==> config.mk <==
export PLATFORM = sky130hd
export DESIGN_NAME = cbd_reload_down_counter_flat
export DESIGN_NICKNAME = d
export VERILOG_FILES = /design/src/rtl/cbd_reload_down_counter_if.sv /design/src/rtl/cbd_reload_down_counter.sv /design/src/flat_wrapper.sv
export SDC_FILE = /design/constraint.sdc
export NUM_CORES = 1
export LEC_CHECK = 0
export CORE_MARGIN = 5
export CORE_UTILIZATION = 45
export DETAILED_ROUTE_END_ITERATION = 7
export PLACE_DENSITY = 0.85
export SETUP_SLACK_MARGIN = 0.05
export SYNTH_ARGS = -nofsm -noshare
export SYNTH_HDL_FRONTEND = slang
export SYNTH_SLANG_ARGS = --single-unit
==> constraint.sdc <==
create_clock -name clk_i -period 3.47 [get_ports clk_i]
set_clock_uncertainty 0.05 [all_clocks]
set_input_delay 0.347 -clock clk_i [delete_from_list [all_inputs] [get_ports clk_i]]
set_output_delay 0.347 -clock clk_i [all_outputs]
set_load 0.01 [all_outputs]
==> src/rtl/cbd_reload_down_counter_if.sv <==
// Control/data bundle for the reload down counter: the driver side is master and the
// counter itself is slave.
interface cbd_reload_down_counter_if #(
    parameter int unsigned WIDTH = 4
);
    logic             sd;
    logic             ld;
    logic [WIDTH-1:0] d;
    logic             rld_we;
    logic             start;
    logic             mode;
    logic             en;
    logic             bi;
    logic [WIDTH-1:0] q;
    logic             bo;
    logic             tc;
    logic             busy;
    logic             done;

    modport master (
        output sd, ld, d, rld_we, start, mode, en, bi,
        input  q, bo, tc, busy, done
    );

    modport slave (
        input  sd, ld, d, rld_we, start, mode, en, bi,
        output q, bo, tc, busy, done
    );
endinterface

==> src/rtl/cbd_reload_down_counter.sv <==
// Cascadable down counter/timer with borrow chain, parallel load, auto-reload register
// and a one-shot/periodic run sequencer.
module cbd_reload_down_counter #(
    parameter int unsigned WIDTH = 4
) (
    input logic                         clk_i,
    input logic                         cd_i,
    cbd_reload_down_counter_if.slave    bus
);

    typedef enum logic [1:0] {StIdle, StRun, StDone} state_e;

    state_e           state_q, state_d;
    logic [WIDTH-1:0] q_q, q_d;
    logic [WIDTH-1:0] rld_q, rld_d;
    logic             tc_q, tc_d;
    logic             busy;
    logic             dec;
    logic             q_zero;

    assign busy   = (state_q == StRun);
    assign dec    = busy & bus.bi & bus.en;
    assign q_zero = (q_q == '0);

    always_comb begin
        state_d = state_q;
        q_d     = q_q;
        rld_d   = rld_q;
        tc_d    = 1'b0;

        if (bus.rld_we) begin
            rld_d = bus.d;
        end

        // Reload paths read rld_q, so a same-cycle RLD write only affects the next reload.
        if (bus.sd) begin
            q_d = '1;
        end else if (bus.ld) begin
            q_d = bus.d;
        end else if (bus.start) begin
            q_d     = rld_q;
            state_d = StRun;
        end else if (dec) begin
            if (!q_zero) begin
                q_d = q_q - 1'b1;
            end else begin
                tc_d = 1'b1;
                if (bus.mode) begin
                    q_d = rld_q;
                end else begin
                    state_d = StDone;
                end
            end
        end
    end

    always_ff @(posedge clk_i) begin
        if (cd_i) begin
            state_q <= StIdle;
            q_q     <= '0;
            rld_q   <= '0;
            tc_q    <= 1'b0;
        end else begin
            state_q <= state_d;
            q_q     <= q_d;
            rld_q   <= rld_d;
            tc_q    <= tc_d;
        end
    end

    assign bus.q    = q_q;
    assign bus.tc   = tc_q;
    assign bus.busy = busy;
    assign bus.done = (state_q == StDone);
    assign bus.bo   = dec & q_zero;

endmodule

==> src/flat_wrapper.sv <==
// flat-port wrapper written by rule: the top's interface ports become plain ports
module cbd_reload_down_counter_flat 
#(
    parameter int unsigned WIDTH = 4
)
  (clk_i, cd_i, bus_sd, bus_ld, bus_d, bus_rld_we, bus_start, bus_mode, bus_en, bus_bi, bus_q, bus_bo, bus_tc, bus_busy, bus_done);
  cbd_reload_down_counter_if #(.WIDTH(WIDTH)) bus_i ();
  input logic clk_i;
  input logic cd_i;
  input wire logic [$bits(bus_i.sd)-1:0] bus_sd;
  input wire logic [$bits(bus_i.ld)-1:0] bus_ld;
  input wire logic [$bits(bus_i.d)-1:0] bus_d;
  input wire logic [$bits(bus_i.rld_we)-1:0] bus_rld_we;
  input wire logic [$bits(bus_i.start)-1:0] bus_start;
  input wire logic [$bits(bus_i.mode)-1:0] bus_mode;
  input wire logic [$bits(bus_i.en)-1:0] bus_en;
  input wire logic [$bits(bus_i.bi)-1:0] bus_bi;
  output wire logic [$bits(bus_i.q)-1:0] bus_q;
  output wire logic [$bits(bus_i.bo)-1:0] bus_bo;
  output wire logic [$bits(bus_i.tc)-1:0] bus_tc;
  output wire logic [$bits(bus_i.busy)-1:0] bus_busy;
  output wire logic [$bits(bus_i.done)-1:0] bus_done;
  assign bus_i.sd = bus_sd;
  assign bus_i.ld = bus_ld;
  assign bus_i.d = bus_d;
  assign bus_i.rld_we = bus_rld_we;
  assign bus_i.start = bus_start;
  assign bus_i.mode = bus_mode;
  assign bus_i.en = bus_en;
  assign bus_i.bi = bus_bi;
  assign bus_q = bus_i.q;
  assign bus_bo = bus_i.bo;
  assign bus_tc = bus_i.tc;
  assign bus_busy = bus_i.busy;
  assign bus_done = bus_i.done;
  cbd_reload_down_counter #(.WIDTH(WIDTH)) u_core (.clk_i(clk_i), .cd_i(cd_i), .bus(bus_i));
endmodule
==> results.sh <==
export IMPL_wl_mm=1.51
export IMPL_rsz0062_at_grt="false"
export IMPL_clk_path_buf_depth=2
export IMPL_drtPass1Iterations=4
export IMPL_grt_pass1_wl_mm=2.37
export IMPL_layout_nets=105
export IMPL_yosys_warnings=0
export IMPL_critPathLaunchType="register"
export IMPL_io_pins=21
export IMPL_grt_pass1_vias=565
export IMPL_worstPathRequired_ps=3070
export IMPL_synth_flop_cell="dfxtp_1"
export IMPL_synth_top_area_share=0.371
export IMPL_portBuffers=20
export IMPL_finalSetupViolCount=0
export IMPL_synth_most_common_cell="nor2_1"
export IMPL_cts_buffers=3
export IMPL_syn_cell_area_um2=593
export IMPL_worst_slew_pin_slew_ps=562
export IMPL_avgSynthCellArea_um2=8.47
export IMPL_cts_sinks=11
export IMPL_setup_tns_ps=0
export IMPL_netlist_top_cells_count="14 x nor2_1, 11 x dfxtp_1, 5 x inv_1"
export IMPL_drc_errors=0
export IMPL_area_growth_pct=39.0
export IMPL_htree_levels=1
export IMPL_routedWlPerCell_um=14.4
export IMPL_core_area_um2=1270
export IMPL_dieArea_um2=2140
export IMPL_synth_seq_cells=11
export IMPL_ff2ff_setup_slack_ps=1360
export IMPL_insertion_delay_ps=270
export IMPL_power_leakage_uw=0.000320
export IMPL_p_total_uw=298
export IMPL_n_antenna_cell=0
export IMPL_root_buffer="clkbuf_4"
export IMPL_worstSetupEndpoint="bus_bo"
export IMPL_post_cts_setup_buffers=0
export IMPL_p_per_area_nw_per_um2=361
export IMPL_pre_cts_ws_ps=1200
export IMPL_critPathLaunch="u_core.bus.q[0]$_SDFFE_PP0P_"
export IMPL_antenna_found_initial=0
export IMPL_grt_max_degree=14
export IMPL_status="finished, final reports clean"
export IMPL_cp_cell_sequence="inv_1, ha_1, nor3b_1, and2_1, clkdlybuf4s50_1"
export IMPL_cts_hold_buffers=0
export IMPL_synth_fp_nets=84
export IMPL_viasPerCell=5.76
export IMPL_synth_cells=70
export IMPL_finalHoldWorstSlack_ps=450
export IMPL_synth_area_leader_cell="dfxtp_1"
export IMPL_fmax_mhz=387
export IMPL_die_y_um=46.3
export IMPL_ctsResizeCount=0
export IMPL_hold_class="register to register"
export IMPL_dpl_hpwl_mm=1.13
export IMPL_rr_worst_depth=5
export IMPL_ir_drop_mv=0.249
export IMPL_report_final_hold_viol_count=0
export IMPL_layout_setup_ws_ps=884
export IMPL_initial_core_util=0.467
export IMPL_finalCritPeriodShare=0.745
export IMPL_cp_arrival_ps=2190
export IMPL_num_rows=13
export IMPL_die_w_um=46.3
export IMPL_cp_slowest_cell="clkdlybuf4s50_1"
export IMPL_overflow=0
export IMPL_reg2reg_from="u_core.bus.q[0]$_SDFFE_PP0P_"
export IMPL_grtUsageTotal=0.160
export IMPL_max_cap_viol_count=0
export IMPL_cts_tree="done"
export IMPL_cpPeakStageDelay_ps=540
export IMPL_clk_pin_slew_worst_paths_ps=70
export IMPL_layout_drive_gt1_share=0.0556
export IMPL_vias=605
export IMPL_drt_iter0_drc=9
export IMPL_synth_cell_types=28
export IMPL_drtAntennaViolNets=0
export IMPL_worstReg2RegEnd="u_core.bus.q[1]$_SDFFE_PP0P_"
export IMPL_end_kind="primary output"
export IMPL_synth_area_leaders="dfxtp_1 37%, nor2_1 8.9%, mux2i_1 6.8%, a311oi_1 5.9%, inv_1 3.2%"
export IMPL_place_gp_congestion=0.814
export IMPL_finalCriticalPeriod_ps=2590
export IMPL_synth_edf_count=0
export IMPL_crit_fanout=6
export IMPL_crit_type="register to primary output"
export IMPL_relSlewSlack=0.624
export IMPL_final_max_slew_violation_count=0
export IMPL_ys_async_sr_fraction=0
export IMPL_seq_area_frac_synth=0.371
export IMPL_nFillCells=112
==> critical path, delay by kind of cell, from the launching register on <==
kind,cells,cell delay (ps)
simple gates,2,720
buf+inv,2,640
flops,1,340
fa+ha+maj,1,220
==> worst min path at each step <==
stage               cells after the start                        endpoint  slack [ps]                      startpoint
detailed placement                      2    u_core.rld_q[0]$_SDFFE_PP0P_         450    u_core.rld_q[0]$_SDFFE_PP0P_
CTS                                     2    u_core.rld_q[0]$_SDFFE_PP0P_         460    u_core.rld_q[0]$_SDFFE_PP0P_
global route                            2  u_core.state_q[1]$_SDFFE_PP0P_         490  u_core.state_q[1]$_SDFFE_PP0P_
finish                                  2    u_core.rld_q[0]$_SDFFE_PP0P_         450    u_core.rld_q[0]$_SDFFE_PP0P_
floorplan                               1        u_core.bus.tc$_SDFF_PP0_         370                            cd_i
global placement                        2    u_core.rld_q[3]$_SDFFE_PP0P_         430    u_core.rld_q[3]$_SDFFE_PP0P_
==> final cells by class <==
class,instances,area (um^2),area share
Tap cell,15,18.8,0.0228
Multi-Input combinational cell,50,339,0.411
Timing Repair Buffer,20,200,0.243
Clock buffer,3,22.5,0.0273
Inverter,5,18.8,0.0228
Sequential cell,11,220,0.267
Clock inverter,1,5.00,0.00607
==> per-stage QoR <==
step | cells | area (um^2) | utilization
5_1_grt | 105 | 825 | 0.650
3_5_place_dp | 101 | 797 | 0.628
6_report | 105 | 825 | 0.650
3_3_place_gp | 101 | 797 | 0.628
4_1_cts | 105 | 825 | 0.650
2_1_floorplan | 70 | 593 | -
==> flip-flops by register name, indices dropped and copies added, names as in the netlist <==
signal,cells
u_core.state_q,2
u_core.rld_q,4
u_core.bus.tc,1
u_core.bus.q,4
==> layer usage <==
layer / up-vias / share of wire / GRT usage / wire length, um
met5: - / 0 / 0 / 0
met4: 0 / 0.024 / 0.0909 / 37
met3: 6 / 0.077 / 0.0625 / 116
li1: 300 / - / - / -
met2: 18 / 0.46 / 0.264 / 695
met1: 281 / 0.44 / 0.172 / 663
==> placed cells by master (no fill, tap or decap), types with 2 or more instances in the layout <==
| cell | instances |
|---|---|
| clkdlybuf4s50_1 | 20 |
| nor2_1 | 14 |
| dfxtp_1 | 11 |
| inv_1 | 5 |
| mux2i_1 | 4 |
| a311oi_1 | 4 |
| a21oi_1 | 3 |
| clkbuf_4 | 3 |
| nor2b_1 | 2 |
| o21ai_0 | 2 |
| o211ai_1 | 2 |
| a221oi_1 | 2 |
==> power breakdown <==
part / internal [uW] / switching (uW) / total (uW)
clock network: 42.8 / 45.3 / 88.1
logic: 37.6 / 30.2 / 67.8
registers: 134 / 8.24 / 142
==> logic make-up (layout without fill, tap and decap cells) <==
logic type | count (synthesis) | in the layout | synth area share
AO/OA/AOI/OAI | 20 | 20 | 0.255
buffers and inverters | 9 | 29 | 0.0570
adder cells (fa/ha/maj) | 1 | 1 | 0.0211
flip-flops | 11 | 11 | 0.371
AND/OR/NAND/NOR | 25 | 25 | 0.228
multiplexers | 4 | 4 | 0.0675
Power figures use the tool's default switching activity.
